### src/rtl/wb_port_arbiter_pkg.sv
// Shared constants for the register-file writeback arbiter.
//   ID_*                 : requester IDs reported on grant_id
//   DEFAULT_WIDTH        : default writeback data width
//   DEFAULT_STARVE_LIMIT : default secondary starvation threshold
//   RD_W                 : register index width
package wb_port_arbiter_pkg;

  localparam int unsigned DEFAULT_WIDTH        = 64;
  localparam int unsigned DEFAULT_STARVE_LIMIT = 4;
  localparam int unsigned RD_W                 = 5;
  localparam int unsigned ID_W                 = 2;

  localparam logic [ID_W-1:0] ID_PIPE = 2'd0;
  localparam logic [ID_W-1:0] ID_MD   = 2'd1;
  localparam logic [ID_W-1:0] ID_LSU  = 2'd2;
  localparam logic [ID_W-1:0] ID_NONE = 2'd3;

endpackage

### src/rtl/wb_rr_arb2.sv
// Two-way round-robin between the mul/div and load-return requesters, with
// per-requester starvation counters.
//   clk, reset_n      : clock, async active-low reset
//   md_req, lsu_req   : requester valid with a nonzero destination
//   md_acc, lsu_acc   : requester was accepted this cycle (from the top)
//   md_sel_c          : md is the preferred secondary this cycle
//   lsu_sel_c         : lsu is the preferred secondary this cycle
//   sec_urgent_c      : the preferred secondary is saturated and outranks pipe
module wb_rr_arb2
  import wb_port_arbiter_pkg::*;
#(
  parameter int unsigned STARVE_LIMIT = DEFAULT_STARVE_LIMIT
) (
  input  logic clk,
  input  logic reset_n,
  input  logic md_req,
  input  logic lsu_req,
  input  logic md_acc,
  input  logic lsu_acc,
  output logic md_sel_c,
  output logic lsu_sel_c,
  output logic sec_urgent_c
);

  localparam int unsigned CNT_W = $clog2(STARVE_LIMIT + 1);
  localparam logic [CNT_W-1:0] CNT_MAX = CNT_W'(STARVE_LIMIT);

  // ptr == 0 favours md, ptr == 1 favours lsu
  logic             ptr_q, ptr_d;
  logic [CNT_W-1:0] md_cnt_q, md_cnt_d;
  logic [CNT_W-1:0] lsu_cnt_q, lsu_cnt_d;
  logic             md_sat, lsu_sat;

  assign md_sat  = (md_cnt_q == CNT_MAX);
  assign lsu_sat = (lsu_cnt_q == CNT_MAX);

  // Secondary selection: a lone saturated requester beats the pointer,
  // otherwise the pointer decides when both request.
  always_comb begin
    md_sel_c     = 1'b0;
    lsu_sel_c    = 1'b0;
    sec_urgent_c = 1'b0;
    if (md_req && lsu_req) begin
      if (md_sat && !lsu_sat) begin
        md_sel_c = 1'b1;
      end else if (lsu_sat && !md_sat) begin
        lsu_sel_c = 1'b1;
      end else if (!ptr_q) begin
        md_sel_c = 1'b1;
      end else begin
        lsu_sel_c = 1'b1;
      end
    end else if (md_req) begin
      md_sel_c = 1'b1;
    end else if (lsu_req) begin
      lsu_sel_c = 1'b1;
    end
    sec_urgent_c = (md_sel_c && md_sat) || (lsu_sel_c && lsu_sat);
  end

  // Next-state for pointer and counters.
  always_comb begin
    ptr_d     = ptr_q;
    md_cnt_d  = md_cnt_q;
    lsu_cnt_d = lsu_cnt_q;
    if (md_acc || lsu_acc) begin
      ptr_d = ~ptr_q;
    end
    if (!md_req || md_acc) begin
      md_cnt_d = '0;
    end else if (!md_sat) begin
      md_cnt_d = md_cnt_q + CNT_W'(1);
    end
    if (!lsu_req || lsu_acc) begin
      lsu_cnt_d = '0;
    end else if (!lsu_sat) begin
      lsu_cnt_d = lsu_cnt_q + CNT_W'(1);
    end
  end

  always_ff @(posedge clk or negedge reset_n) begin
    if (!reset_n) begin
      ptr_q     <= 1'b0;
      md_cnt_q  <= '0;
      lsu_cnt_q <= '0;
    end else begin
      ptr_q     <= ptr_d;
      md_cnt_q  <= md_cnt_d;
      lsu_cnt_q <= lsu_cnt_d;
    end
  end

endmodule

### src/rtl/wb_port_arbiter.sv
// Register-file writeback arbiter: pipeline has priority over mul/div and
// load-return unless a secondary is starved; one write per cycle, latency 1.
//   clk, reset_n                        : clock, async active-low reset
//   pipe_valid/ready, pipe_rd/data      : requester 0
//   md_valid/ready, md_rd/data          : requester 1
//   lsu_valid/ready, lsu_rd/data        : requester 2
//   reg_write, rd, writedata, grant_id  : registered register-file write
module wb_port_arbiter
  import wb_port_arbiter_pkg::*;
#(
  parameter int unsigned WIDTH        = DEFAULT_WIDTH,
  parameter int unsigned STARVE_LIMIT = DEFAULT_STARVE_LIMIT
) (
  input  logic              clk,
  input  logic              reset_n,
  input  logic              pipe_valid,
  output logic              pipe_ready,
  input  logic [RD_W-1:0]   pipe_rd,
  input  logic [WIDTH-1:0]  pipe_data,
  input  logic              md_valid,
  output logic              md_ready,
  input  logic [RD_W-1:0]   md_rd,
  input  logic [WIDTH-1:0]  md_data,
  input  logic              lsu_valid,
  output logic              lsu_ready,
  input  logic [RD_W-1:0]   lsu_rd,
  input  logic [WIDTH-1:0]  lsu_data,
  output logic              reg_write,
  output logic [RD_W-1:0]   rd,
  output logic [WIDTH-1:0]  writedata,
  output logic [ID_W-1:0]   grant_id
);

  logic pipe_req, md_req, lsu_req;
  logic pipe_acc, md_acc, lsu_acc;
  logic md_sel_c, lsu_sel_c, sec_urgent_c;

  logic             acc_any;
  logic [ID_W-1:0]  acc_id;
  logic [RD_W-1:0]  acc_rd;
  logic [WIDTH-1:0] acc_data;

  // rd == 0 requests never compete; they are swallowed on sight.
  assign pipe_req = pipe_valid && (pipe_rd != '0);
  assign md_req   = md_valid   && (md_rd   != '0);
  assign lsu_req  = lsu_valid  && (lsu_rd  != '0);

  wb_rr_arb2 #(
    .STARVE_LIMIT (STARVE_LIMIT)
  ) u_rr (
    .clk          (clk),
    .reset_n      (reset_n),
    .md_req       (md_req),
    .lsu_req      (lsu_req),
    .md_acc       (md_acc),
    .lsu_acc      (lsu_acc),
    .md_sel_c     (md_sel_c),
    .lsu_sel_c    (lsu_sel_c),
    .sec_urgent_c (sec_urgent_c)
  );

  // Pipe wins unless the preferred secondary is saturated.
  assign pipe_acc = reset_n && pipe_req && !sec_urgent_c;
  assign md_acc   = reset_n && md_sel_c  && !pipe_acc;
  assign lsu_acc  = reset_n && lsu_sel_c && !pipe_acc;

  assign pipe_ready = reset_n && pipe_valid && ((pipe_rd == '0) || pipe_acc);
  assign md_ready   = reset_n && md_valid   && ((md_rd   == '0) || md_acc);
  assign lsu_ready  = reset_n && lsu_valid  && ((lsu_rd  == '0) || lsu_acc);

  // Mux the accepted request into the write register.
  always_comb begin
    acc_any  = 1'b0;
    acc_id   = ID_NONE;
    acc_rd   = pipe_rd;
    acc_data = pipe_data;
    if (pipe_acc) begin
      acc_any = 1'b1;
      acc_id  = ID_PIPE;
    end else if (md_acc) begin
      acc_any  = 1'b1;
      acc_id   = ID_MD;
      acc_rd   = md_rd;
      acc_data = md_data;
    end else if (lsu_acc) begin
      acc_any  = 1'b1;
      acc_id   = ID_LSU;
      acc_rd   = lsu_rd;
      acc_data = lsu_data;
    end
  end

  // Write register; rd/writedata hold when nothing is accepted.
  always_ff @(posedge clk or negedge reset_n) begin
    if (!reset_n) begin
      reg_write <= 1'b0;
      rd        <= '0;
      writedata <= '0;
      grant_id  <= ID_NONE;
    end else begin
      reg_write <= acc_any;
      grant_id  <= acc_id;
      if (acc_any) begin
        rd        <= acc_rd;
        writedata <= acc_data;
      end
    end
  end

endmodule

### config.mk
export PLATFORM = sky130hd
export DESIGN_NAME = wb_port_arbiter
export DESIGN_NICKNAME = d
export VERILOG_FILES = /design/src/rtl/wb_port_arbiter_pkg.sv /design/src/rtl/wb_rr_arb2.sv /design/src/rtl/wb_port_arbiter.sv
export SDC_FILE = /design/constraint.sdc
export NUM_CORES = 1
export LEC_CHECK = 0
export ABC_AREA = 1
export BUFFER_PORTS_ARGS = -buffer_cell sky130_fd_sc_hd__clkbuf_2
export CAP_MARGIN = 20
export CORE_AREA = 2 2 112 114
export DETAILED_ROUTE_END_ITERATION = 8
export DIE_AREA = 0 0 114 116
export GPL_TIMING_DRIVEN = 0
export PLACE_DENSITY = 0.82
export SYNTH_ARGS = -nofsm -noshare
export SYNTH_HDL_FRONTEND = slang
export SYNTH_SLANG_ARGS = --single-unit
### constraint.sdc
create_clock -name clk -period 2.7 [get_ports clk]
set_input_delay 0.675 -clock clk [delete_from_list [all_inputs] [get_ports clk]]
set_output_delay 0.675 -clock clk [all_outputs]
set_load 0.05 [all_outputs]
# Yosys cells after proc, flatten, opt, wreduce, memory -nomap -nowiden
# Cells that the tools add are included.
[word_totals]
word_cells = 80
ff_bits = 79
in_bits = 212
[classes]
n_reduce_logical = 39
n_mux = 27
add_sub_neg = 2
n_bitwise = 1
n_eq_ne = 4
[ops]
columns = ["cell", "n"]
rows = [
  ["2-to-1 mux 64 bit", 3],
  ["logical AND 1 bit", 20],
  ["logical NOT 5 bit", 3],
  ["2-to-1 mux 1 bit", 15],
  ["2-to-1 mux 5 bit", 3],
  ["nonzero test 5 bit", 3],
  ["2-to-1 mux 3 bit", 4],
  ["logical OR 1 bit", 7],
  ["adder 3 x 1 -> 3 bit (second input constant)", 2],
  ["== test 3 bit (second input constant)", 2],
  ["logical NOT 1 bit", 6],
  ["2-to-1 mux 2 bit", 2],
  ["inequality test 2 bit (second input constant)", 2],
  ["NOT 1 bit", 1],
]

# Longest topological paths before layout
# Gate-level depths: netlist of the first run.
[logic_depth]
ltp_word = 15
depth_mapped = 15
depth_no_buf = 13

# By module
# A second synthesis of the first run with hierarchy kept.
[unflattened]
cells_unflattened = 884
hier_area_um2 = 5407.7
[modules_own_cells]
columns = ["module", "n_inst", "area_each_um2", "cells_each", "seq_area_each_um2"]
rows = [
  ["wb_port_arbiter", 1, 4977.3, 833, 1804.2],
  ["wb_rr_arb2", 1, 430.4, 51, 175.2],
]

# Least setup slack after synthesis of the first run
# Ideal clock, no wire load.
[synth_path]
kind = "input-to-output"
startpoint = "input port md_rd[3]"
endpoint = "output port pipe_ready"
path_stages = 9
required_time_ps = 2025
path_slack_ps = -247
arrival_time_ps = 2272
cell_sequence = "nor2_1 -> nand3b_1 -> nand2_1 -> inv_1 -> nand3_1 -> nand3_2 -> buf_4 -> buf_2 -> a21oi_1"
[synth_between]
elab_chain_cells = 10
word_cells_on_any_way = 14
classes_between = "4 x mux; 10 x reduce/logical"
[synth_rtl]
columns = ["item", "line", "text"]
rows = [
  ["start: declaration", "wb_port_arbiter.sv:22", "input logic [RD_W-1:0] md_rd,"],
  ["nonzero test 5 bit (*)", "wb_port_arbiter.sv:45", "assign md_req = md_valid && (md_rd != '0);"],
  ["logical AND 1 bit (*)", "wb_port_arbiter.sv:45", ""],
  ["2-to-1 mux 1 bit or logical AND 1 bit (tied branches)", "wb_rr_arb2.sv:53, wb_rr_arb2.sv:43", ""],
  ["2-to-1 mux 1 bit", "wb_rr_arb2.sv:43", "if (md_req && lsu_req) begin"],
  ["logical AND 1 bit", "wb_rr_arb2.sv:58", "sec_urgent_c = (md_sel_c && md_sat) || (lsu_sel_c && lsu_sat);"],
  ["logical OR 1 bit (*)", "wb_rr_arb2.sv:58", ""],
  ["logical NOT 1 bit (*)", "wb_port_arbiter.sv:63", "assign pipe_acc = reset_n && pipe_req && !sec_urgent_c;"],
  ["logical AND 1 bit (*)", "wb_port_arbiter.sv:63", ""],
  ["logical OR 1 bit (*)", "wb_port_arbiter.sv:67", "assign pipe_ready = reset_n && pipe_valid && ((pipe_rd == '0) || pipe_acc);"],
  ["logical AND 1 bit (*)", "wb_port_arbiter.sv:67", ""],
  ["end: declaration", "wb_port_arbiter.sv:17", "output logic pipe_ready,"],
]
# Every way passes the cells marked *; elsewhere a longest branch is shown, timed or not.

# Worst setup path in the final report of the first run
[layout_path]
startpoint = "register u_rr.md_cnt_q[1]"
endpoint = "output port lsu_ready"
[layout_between]
elab_chain_cells = 14
word_cells_on_any_way = 20
classes_between = "1 x eq/ne; 6 x mux; 13 x reduce/logical"
[layout_rtl]
columns = ["item", "line", "text"]
rows = [
  ["start: declaration", "wb_rr_arb2.sv:30", "logic [CNT_W-1:0] md_cnt_q, md_cnt_d;"],
  ["start signal: assignment", "wb_rr_arb2.sv:88", "md_cnt_q <= md_cnt_d;"],
  ["== test 3 bit (*)", "wb_rr_arb2.sv:34", "assign md_sat = (md_cnt_q == CNT_MAX);"],
  ["logical NOT 1 bit", "wb_rr_arb2.sv:46", "end else if (lsu_sat && !md_sat) begin"],
  ["logical AND 1 bit", "wb_rr_arb2.sv:46", ""],
  ["2-to-1 mux 1 bit", "wb_rr_arb2.sv:46", ""],
  ["2-to-1 mux 1 bit", "wb_rr_arb2.sv:44", "if (md_sat && !lsu_sat) begin"],
  ["2-to-1 mux 1 bit", "wb_rr_arb2.sv:43", ""],
  ["logical AND 1 bit", "wb_rr_arb2.sv:58", ""],
  ["logical OR 1 bit", "wb_rr_arb2.sv:58", ""],
  ["logical NOT 1 bit", "wb_port_arbiter.sv:63", ""],
  ["logical AND 1 bit", "wb_port_arbiter.sv:63", ""],
  ["logical NOT 1 bit", "wb_port_arbiter.sv:65", "assign lsu_acc = reset_n && lsu_sel_c && !pipe_acc;"],
  ["logical AND 1 bit (*)", "wb_port_arbiter.sv:65", ""],
  ["logical OR 1 bit (*)", "wb_port_arbiter.sv:69", "assign lsu_ready = reset_n && lsu_valid && ((lsu_rd == '0) || lsu_acc);"],
  ["logical AND 1 bit (*)", "wb_port_arbiter.sv:69", ""],
  ["end: declaration", "wb_port_arbiter.sv:25", "output logic lsu_ready,"],
]
# Marked as above.

==> flow_summary_export.csv, run 1 <==
group,metric,value,unit
run_status,outcome,"finished with violations",
run_status,violations,"negative setup slack",
routing,wl,17400,µm
grt,grt_usage,25.4,%
critical_path,path_max_fanout,4,
sta,fin_crit_sh,101,%
critical_path,r2r-end,"writedata[30]",
pwr,power_frac_comb,43.5,%
critical_path,reg2reg_depth,15,
sta,worst_slack,-0.0325,ns
pwr,power_leakage,4.32,nW
sta,rsz0062_at_grt,"true",
pwr,pwr-share-seq,29.8,%
sta,hold_violations,0,
logic_synthesis,synth_area,4990,µm²
routing,first_pass_iters,4,
critical_path,critical_path.startpoint,"u_rr.md_cnt_q[1]",
routing,vias,6014,
routing,detail_route.wl_per_cell,14.2,µm
sta,clock_skew,0.00532,ns
critical_path,cp-end-kind,"primary output",
logic_synthesis,synth_fp_nets,975,
sta,fmax,366,MHz
sta,setup-violations-final,2,
floorplan,num_io_pins,287,
placement,placed_area,6630,µm²
logic_synthesis,yosysWarnings,0,
pwr,swShare,43.4,%
clocking,tritoncts,"built",
clocking,ctsHoldBuffers,0,
critical_path,slowest_stage,"dfrtp_1",
grt,grt_start_max_net_pins,86,
logic_synthesis,ys_ff_latch,79,
critical_path,cp-endpoint,"lsu_ready",
logic_synthesis,avgSynthCellArea,6.57,µm²
pwr,ir_worst_vdd,0.000403,V
worst_hold_path,hp-class,"input port to async pin",
pwr,cellPowerDensity,755,nW/µm²
clocking,cts-root-buf,"clkbuf_16",
critical_path,critPathMaxStageDelay,0.39,ns
floorplan,start_util,41.9,%
layout,area_growth,46.2,%
routing,drc,0,
placement,pre_cts_ws,-1.03,ns
grt,grt_pass1_vias,5439,
critical_path,cp-start-kind,"flip-flop",
floorplan,placeableCoreArea,11900,µm²
floorplan,die_h,116,µm
layout,drive_above_1_share,36.1,%
sta,finalWorstPathRequiredPeriod,2.73,ns
placement,portBuffers,286,
layout,nNetsFinal,1286,
grt,grt_overflow,0,
clocking,htree_levels,3,
routing,antenna_left,0,
critical_path,critPathRequiredTime,2.03,ns
critical_path,arrival,2.06,ns
pwr,power.switching,2.39,mW
clocking,cts_num_sinks,79,
routing,drtIter0Drc,315,
run,cap_violations,0,
critical_path,timing.rr.start,"u_rr.md_cnt_q[1]",
pwr,intPower,3.11,mW
clocking,path_clk_slew,0.06,ns
routing,via_per_inst,4.92,
layout,num_antenna_cells,0,
floorplan,num_rows,40,
placement,place.gp.congestion,0.831,
logic_synthesis,synth-seq-area-share,39.7,%
sta,tightest_slew,0.454,ns
critical_path,path_cells,"inv_2 -> ha_4 -> nand2_4 -> inv_2 -> nand2_2 -> nand4_1 -> nand3_1 -> nand3_4 -> buf_8 -> nand2_4 -> a21oi_4 -> buf_8",
placement,hpwl,13100,µm
critical_path,crit_type,"flip-flop to primary output",
layout,final_area,7290,µm²
clocking,cts.path.max_buffers,2,
clocking,clk_latency,0.33,ns
pwr,pwr-share-clk,26.8,%
layout,final_util,61.2,%
sta,final_max_slew_viol_count,0,
logic_synthesis,synth_cells,759,
clocking,cts_buffers,9,
floorplan,die_area,13200,µm²
logic_synthesis,ys_types,23,
grt,grt_pass1_wl,26400,µm
grt,antenna_found_initial,0,
sta,hold_ws,0.258,ns
floorplan,die_w,114,µm
critical_path,r2r_slack,0.46,ns
sta,slew_headroom,69.7,%
[state kept, by name, summed over array words and instances, names as in the netlist]
name            flops
rd                  5
u_rr.md_cnt_q       3
reg_write           1
u_rr.lsu_cnt_q      3
grant_id            2
u_rr.ptr_q          1
writedata          64
[cells in the mapped netlist (all sizes together)]
master	instances	share of area (%)
nor3	1	0.10
dfrtp	77	39
nand2	367	28
buf	48	5.4
inv	84	6.3
ha	4	1.0
o21ai	4	0.40
nand3b	5	0.75
clkbuf	3	0.23
nand3	75	7.7
nand4	70	8.8
dfstp	2	1.1
o211ai	1	0.15
xor2	2	0.35
nor2	12	1.1
a21oi	4	0.40
[area by class of cell]
cell class | instances | area, µm²
multi-input cells | 545 | 2550
clock buffers | 10 | 229
fillers | 1102 | 4620
well taps | 147 | 184
clock inverters | 6 | 133
plain buffers | 49 | 295
flip-flops and latches | 79 | 1980
inverters | 84 | 323
repair buffers | 302 | 1600
[stage by stage]
stage | cells | total power [mW] | setup TNS [ns]
after detailed placement | 1193 | 3.95 | -11.53
after CTS | 1217 | 5.50 | 0
after floorplan | 759 | 3.24 | -0.473
after global routing | 1222 | 5.78 | -0.324
after global placement | 1192 | 3.91 | -108.89
final | 1222 | 5.50 | -0.0458
[logic make-up (layout without fill, tap and decap cells)]
logic type / after synthesis / after routing / share of synthesized area [%]
AOI/OAI and AO/OA: 9 / 9 / 0.953
xor gates and xnor gates: 2 / 2 / 0.351
adders and majority gates: 4 / 4 / 1.00
buffers and inverters: 135 / 451 / 11.9
DFF: 79 / 79 / 39.7
and+or+nand+nor: 530 / 530 / 46.1
[layer usage]
metal	GRT usage, %	part of all wire [%]	vias up
met5	0	0	-
met4	9.19	2.7	0
met3	5.75	8.3	43
met2	44.4	49	274
met1	30.9	40	2682
li1	-	-	3015
[what timing repair did]
action,CTS,global route
hold endpoints to repair,0,0
gates resized for setup,38,13
buffers inserted,11,5
endpoints found under the setup margin,3,3
pin swaps,7,7
[power groups by stage]
stage / Combinational, mW / Sequential, mW / Clock (mW)
final: 2.39 / 1.64 / 1.47
after global routing: 2.57 / 1.67 / 1.55
after CTS: 2.38 / 1.63 / 1.49
after detailed placement: 2.30 / 1.64 / 0
after global placement: 2.27 / 1.63 / 0
after floorplan: 0.681 / 2.56 / 0
[worst min-delay path by stage]
stage / cells past startpoint / slack, ns / end
2_1_floorplan: 0 / 0.38 / rd[0]
3_3_place_gp: 2 / 0.49 / u_rr.ptr_q
3_5_place_dp: 2 / 0.50 / u_rr.ptr_q
4_1_cts: 1 / 0.29 / writedata[8]
5_1_grt: 1 / 0.30 / writedata[8]
6_report: 1 / 0.26 / writedata[8]
[layout by cell type, fill, tap and decap left out, drive strengths merged, types with 5 or more instances in the layout]
cell type    n
inv         84
nand3b       5
clkbuf     296
dfrtp       77
nand4       70
nand2      367
buf         65
nand3       75
nor2        12
[critical path: cells and delay by family (launching register included)]
family | cells | cell delay, ns
compound gates | 1 | 0.15
simple gates | 6 | 0.55
flops | 1 | 0.39
buf+inv | 4 | 0.47
fa+ha+maj | 1 | 0.15
(Power assumes the default switching activity.)
==> inputs of run 2 (changes only) <==
SKIP_LAST_GASP = 1   (was not set)
==> run 2 against run 1 <==
The flow still finishes with violations (negative setup slack). Register-to-register slack about the same. Critical path depth unchanged. Core utilization unchanged. Critical path type unchanged. Highest routed layer unchanged.
==> flow_summary_export.csv, run 2 (synthesis gave the netlist of run 1 again) <==
group,metric,value,unit
clocking,htree_levels,3,
sta,rsz0062_at_grt,"true",
clocking,ctsHoldBuffers,0,
placement,place.gp.congestion,0.831,
sta,setup-violations-final,3,
sta,fin_crit_sh,101,%
sta,worst_slack,-0.0348,ns
pwr,power_frac_comb,43.5,%
critical_path,cp-endpoint,"lsu_ready",
critical_path,cp-start-kind,"flip-flop",
grt,antenna_found_initial,0,
routing,vias,6013,
floorplan,start_util,41.9,%
clocking,path_clk_slew,0.06,ns
pwr,power.switching,2.39,mW
layout,largest-register,"writedata",
pwr,pwr-share-clk,26.8,%
critical_path,path_max_fanout,4,
placement,pre_cts_ws,-1.03,ns
run_status,outcome,"finished with violations",
floorplan,die_h,116,µm
grt,grt_overflow,0,
sta,slew_headroom,69.7,%
worst_hold_path,hp-class,"input port to async pin",
critical_path,arrival,2.06,ns
sta,fin_tns_setup,-0.0525,ns
clocking,cts.path.max_buffers,2,
run,cap_violations,0,
critical_path,critPathRequiredTime,2.03,ns
layout,nNetsFinal,1286,
placement,place_inst,1193,
routing,drtIter0Drc,305,
floorplan,placeableCoreArea,11900,µm²
grt,grt_start_max_net_pins,86,
sta,clock_skew,0.00591,ns
floorplan,num_io_pins,287,
layout,layout_commonest_cell,"nand2_1",
pwr,swShare,43.4,%
clocking,cts-root-buf,"clkbuf_16",
grt,grt_pass1_vias,5439,
routing,first_pass_iters,5,
clocking,clk_latency,0.33,ns
clocking,tritoncts,"built",
critical_path,cp-end-kind,"primary output",
routing,wl,17400,µm
grt,grt_pass1_wl,26400,µm
layout,largest_reg_flops,64,
floorplan,die_w,114,µm
sta,final_max_slew_viol_count,0,
routing,via_per_inst,4.92,
critical_path,r2r-end,"writedata[30]",
routing,drc,0,
floorplan,die_area,13200,µm²
clocking,cts_buffers,9,
pwr,pwr-share-seq,29.8,%
layout,num_antenna_cells,0,
pwr,power_leakage,4.32,nW
run_status,violations,"negative setup slack",
pwr,intPower,3.11,mW
sta,tightest_slew,0.454,ns
pwr,ir_worst_vdd,0.000403,V
clocking,cts_num_sinks,79,
sta,fmax,366,MHz
pwr,cellPowerDensity,755,nW/µm²
critical_path,timing.rr.start,"u_rr.md_cnt_q[1]",
placement,portBuffers,286,
layout,mostFrequentLayoutCells,"nand2_1, clkbuf_2, dfrtp_1",
critical_path,crit_type,"flip-flop to primary output",
layout,fin_cells,1222,
sta,hold_violations,0,
critical_path,r2r_slack,0.46,ns
sta,hold_ws,0.257,ns
layout,drive_above_1_share,36.1,%
grt,grt_usage,25.4,%
sta,finalWorstPathRequiredPeriod,2.73,ns
layout,area_growth,46.2,%
placement,hpwl,13100,µm
layout,largestRegisters,"writedata (64), rd (5)",
critical_path,critical_path.startpoint,"u_rr.md_cnt_q[1]",
layout,fillCellCount,1102,
critical_path,reg2reg_depth,15,
routing,detail_route.wl_per_cell,14.2,µm
routing,antenna_left,0,
floorplan,num_rows,40,
## run 2: cell counts in the layout (fill, tap and decap cells not counted)
Identical to the previous run, type by type.
## run 2: layout make-up
cell class                 instances  area [µm²]  area share (%)
inverter                          84         323            4.43
sequential                        79        1980            27.1
timing repair buffer             302        1600            22.0
multi-input combinational        545        2550            34.9
buffer                            49         295            4.05
clock buffer                      10         229            3.14
tap                              147         184            2.52
clock inverter                     6         133            1.82
## run 2: worst min-delay path by stage
stage / start / endpoint / slack [ns] / cells after the start
3_5_place_dp: u_rr.ptr_q / u_rr.ptr_q / 0.50 / 2
3_3_place_gp: u_rr.ptr_q / u_rr.ptr_q / 0.49 / 2
4_1_cts: reset_n / writedata[8] / 0.29 / 1
5_1_grt: reset_n / writedata[8] / 0.30 / 1
2_1_floorplan: reset_n / rd[0] / 0.38 / 0
6_report: reset_n / writedata[8] / 0.26 / 1
## run 2: metrics by stage
stage,utilization [%],area (µm²),power (mW)
final,61.2,7290,5.50
after global routing,61.2,7290,5.78
after CTS,60.5,7210,5.50
after detailed placement,55.7,6630,3.95
after global placement,55.5,6610,3.91
after floorplan,-,4990,3.24
## run 2: metal layers
layer | global-route usage (%) | vias up | wire length [µm]
met4 | 9.19 | 0 | 466
met3 | 5.75 | 43 | 1440
li1 | - | 3015 | -
met5 | 0 | - | 0
met1 | 30.9 | 2682 | 7010
met2 | 44.4 | 273 | 8490
## run 2: timing repair
item | in CTS | in global routing
cloned | 0 | 0
endpoints found under the setup margin | 3 | 3
gates resized for setup | 38 | 13
endpoints found under the hold margin | 0 | 0
pin swaps | 7 | 7
setup buffers | 11 | 5
## run 2: power groups by stage
stage | sequential (mW) | clock, mW | combinational [mW]
after global placement | 1.63 | 0 | 2.27
after detailed placement | 1.64 | 0 | 2.30
after global routing | 1.67 | 1.55 | 2.57
final | 1.64 | 1.47 | 2.39
after floorplan | 2.56 | 0 | 0.681
after CTS | 1.63 | 1.49 | 2.38
## run 2: worst max-delay path: stages (launching register included)
cell     delay, ns
dfrtp_1       0.39
inv_2         0.09
ha_4          0.15
nand2_4       0.06
inv_2         0.09
nand2_2       0.07
nand4_1       0.11
nand3_1       0.13
nand3_4       0.12
buf_8         0.13
nand2_4       0.06
a21oi_4       0.15
buf_8         0.16
==> inputs of run 3 (changes only) <==
CORE_AREA = not set   (was 2 2 112 114)
CORE_MARGIN = 2   (was not set)
CORE_UTILIZATION = 40   (was not set)
DIE_AREA = not set   (was 0 0 114 116)
PLACE_DENSITY = 0.83   (was 0.82)
clock period = 2.5 ns   (was 2.7 ns; I/O delays follow)
==> run 3 against run 2 <==
The run still ends with negative setup slack left. Die area is 1.2% higher. Via count shrank 0.25%. Clock skew fell by 0.0013 ns. Clock power fell by 8%. Register-to-register slack got worse by 0.18 ns. Setup slack got worse by 0.13 ns. Sequential share of layout area increased by 0.29 points. Cell count increased by 1.5%. Largest cell class unchanged. Highest routed layer unchanged.
==> flow_summary_export.csv, run 3 (synthesis gave the netlist of run 1 again) <==
group,metric,value,unit
run_status,outcome,"finished with violations",
run_status,violations,"negative setup slack",
sta,slew_headroom,70.8,%
floorplan,die_area,13400,µm²
critical_path,timing.rr.start,"u_rr.md_cnt_q[1]",
pwr,power_frac_comb,45.1,%
layout,fin_cells,1240,
layout,num_antenna_cells,0,
floorplan,die_h,116,µm
critical_path,r2r_slack,0.28,ns
pwr,pwr-share-clk,23.7,%
sta,tightest_slew,0.439,ns
layout,area_growth,44.6,%
floorplan,num_rows,40,
routing,detail_route.wl_per_cell,14.2,µm
pwr,cellPowerDensity,792,nW/µm²
grt,grt_pass1_wl,26400,µm
floorplan,placeableCoreArea,12100,µm²
sta,fmax,375,MHz
grt,grt_start_max_net_pins,45,
critical_path,r2r-end,"writedata[53]",
placement,portBuffers,286,
pwr,power_leakage,4.28,nW
sta,fin_tns_setup,-0.482,ns
sta,worst_slack,-0.164,ns
layout,nNetsFinal,1283,
sta,hold_violations,0,
layout,final_util,59.6,%
pwr,power.switching,2.58,mW
critical_path,critical_path.startpoint,"u_rr.md_cnt_q[1]",
routing,antenna_left,0,
grt,grt_usage,25.4,%
critical_path,crit_type,"flip-flop to primary output",
worst_hold_path,hp-class,"input port to async pin",
routing,drc,0,
critical_path,critPathRequiredTime,1.88,ns
critical_path,path_max_fanout,3,
sta,rsz0062_at_grt,"true",
clocking,ctsHoldBuffers,0,
grt,grt_pass1_vias,5568,
floorplan,num_io_pins,287,
clocking,path_clk_slew,0.06,ns
placement,hpwl,13600,µm
sta,final_max_slew_viol_count,0,
sta,clock_skew,0.00464,ns
placement,pre_cts_ws,-1.11,ns
pwr,swShare,45.1,%
pwr,intPower,3.14,mW
routing,drtIter0Drc,311,
sta,finalWorstPathRequiredPeriod,2.66,ns
sta,fin_crit_sh,107,%
clocking,htree_levels,3,
pwr,pwr-share-seq,31.3,%
grt,grt_overflow,0,
clocking,cts-root-buf,"clkbuf_16",
floorplan,start_util,41.2,%
critical_path,cp-start-kind,"flip-flop",
routing,vias,5998,
layout,mostFrequentLayoutCells,"nand2_1, clkbuf_2, dfrtp_1",
clocking,clk_latency,0.33,ns
pwr,ir_worst_vdd,0.000462,V
clocking,cts_num_sinks,79,
placement,place.gp.congestion,0.875,
routing,first_pass_iters,4,
layout,largest-register,"writedata",
layout,largest_reg_flops,64,
run,cap_violations,0,
sta,hold_ws,0.160,ns
clocking,cts.path.max_buffers,2,
layout,drive_above_1_share,35.8,%
clocking,cts_buffers,9,
clocking,tritoncts,"built",
sta,setup-violations-final,3,
layout,layout_commonest_cell,"nand2_1",
placement,place_inst,1214,
layout,largestRegisters,"writedata (64), rd (5)",
routing,via_per_inst,4.84,
critical_path,reg2reg_depth,15,
grt,antenna_found_initial,0,
floorplan,die_w,116,µm
critical_path,arrival,2.04,ns
routing,wl,17600,µm
critical_path,cp-end-kind,"primary output",
## run 3: layout make-up
class,instances,area (µm²)
Inverter,84,323
Multi-Input combinational cell,545,2500
Timing Repair Buffer,299,1590
Clock buffer,13,270
Fill cell,1147,4900
Tap cell,168,210
Clock inverter,3,40.0
Buffer,49,295
Sequential cell,79,1980
## run 3: per-layer routing
layer	track usage (%)	share of wire, %
met1	29.0	39
met2	46.2	50
met3	4.92	7.7
met4	11.2	2.8
met5	0	0
## run 3: worst max-delay path by stage
stage / end / cells after the start / slack, ns
after global placement: md_ready / 7 / -2.33
after detailed placement: md_ready / 8 / -1.11
after global routing: md_ready / 13 / -0.26
after floorplan: lsu_ready / 8 / -0.10
after CTS: pipe_ready / 12 / -0.15
final: pipe_ready / 12 / -0.16
## run 3: what timing repair did
action | 4_1_cts | 5_1_grt
setup endpoints to repair | 6 | 3
cloned | 0 | 0
resized for setup | 39 | 3
setup buffers | 12 | 0
pin swaps | 7 | 0
## run 3: power by group through the flow
stage	clock (mW)	sequential (mW)	combinational [mW]
floorplan	0	2.77	0.737
global placement	0	1.78	2.45
detailed placement	0	1.80	2.49
CTS	1.37	1.78	2.58
global route	1.42	1.81	2.77
finish	1.35	1.79	2.58
## run 3: per-stage QoR
stage          power (mW)  area (µm²)
2_1_floorplan        3.50        5000
3_3_place_gp         4.23        6640
3_5_place_dp         4.28        6660
4_1_cts              5.74        7200
5_1_grt              6.00        7210
6_report             5.71        7210
## run 3: worst max-delay path, stage by stage (launching register included)
cell      delay [ns]
dfrtp_1         0.40
inv_2           0.09
ha_4            0.15
nand2_4         0.06
inv_2           0.07
nand2_2         0.06
nand2_2         0.07
nand3_2         0.08
nand3b_1        0.15
nand3_4         0.13
buf_12          0.15
a21oi_2         0.12
clkbuf_8        0.20
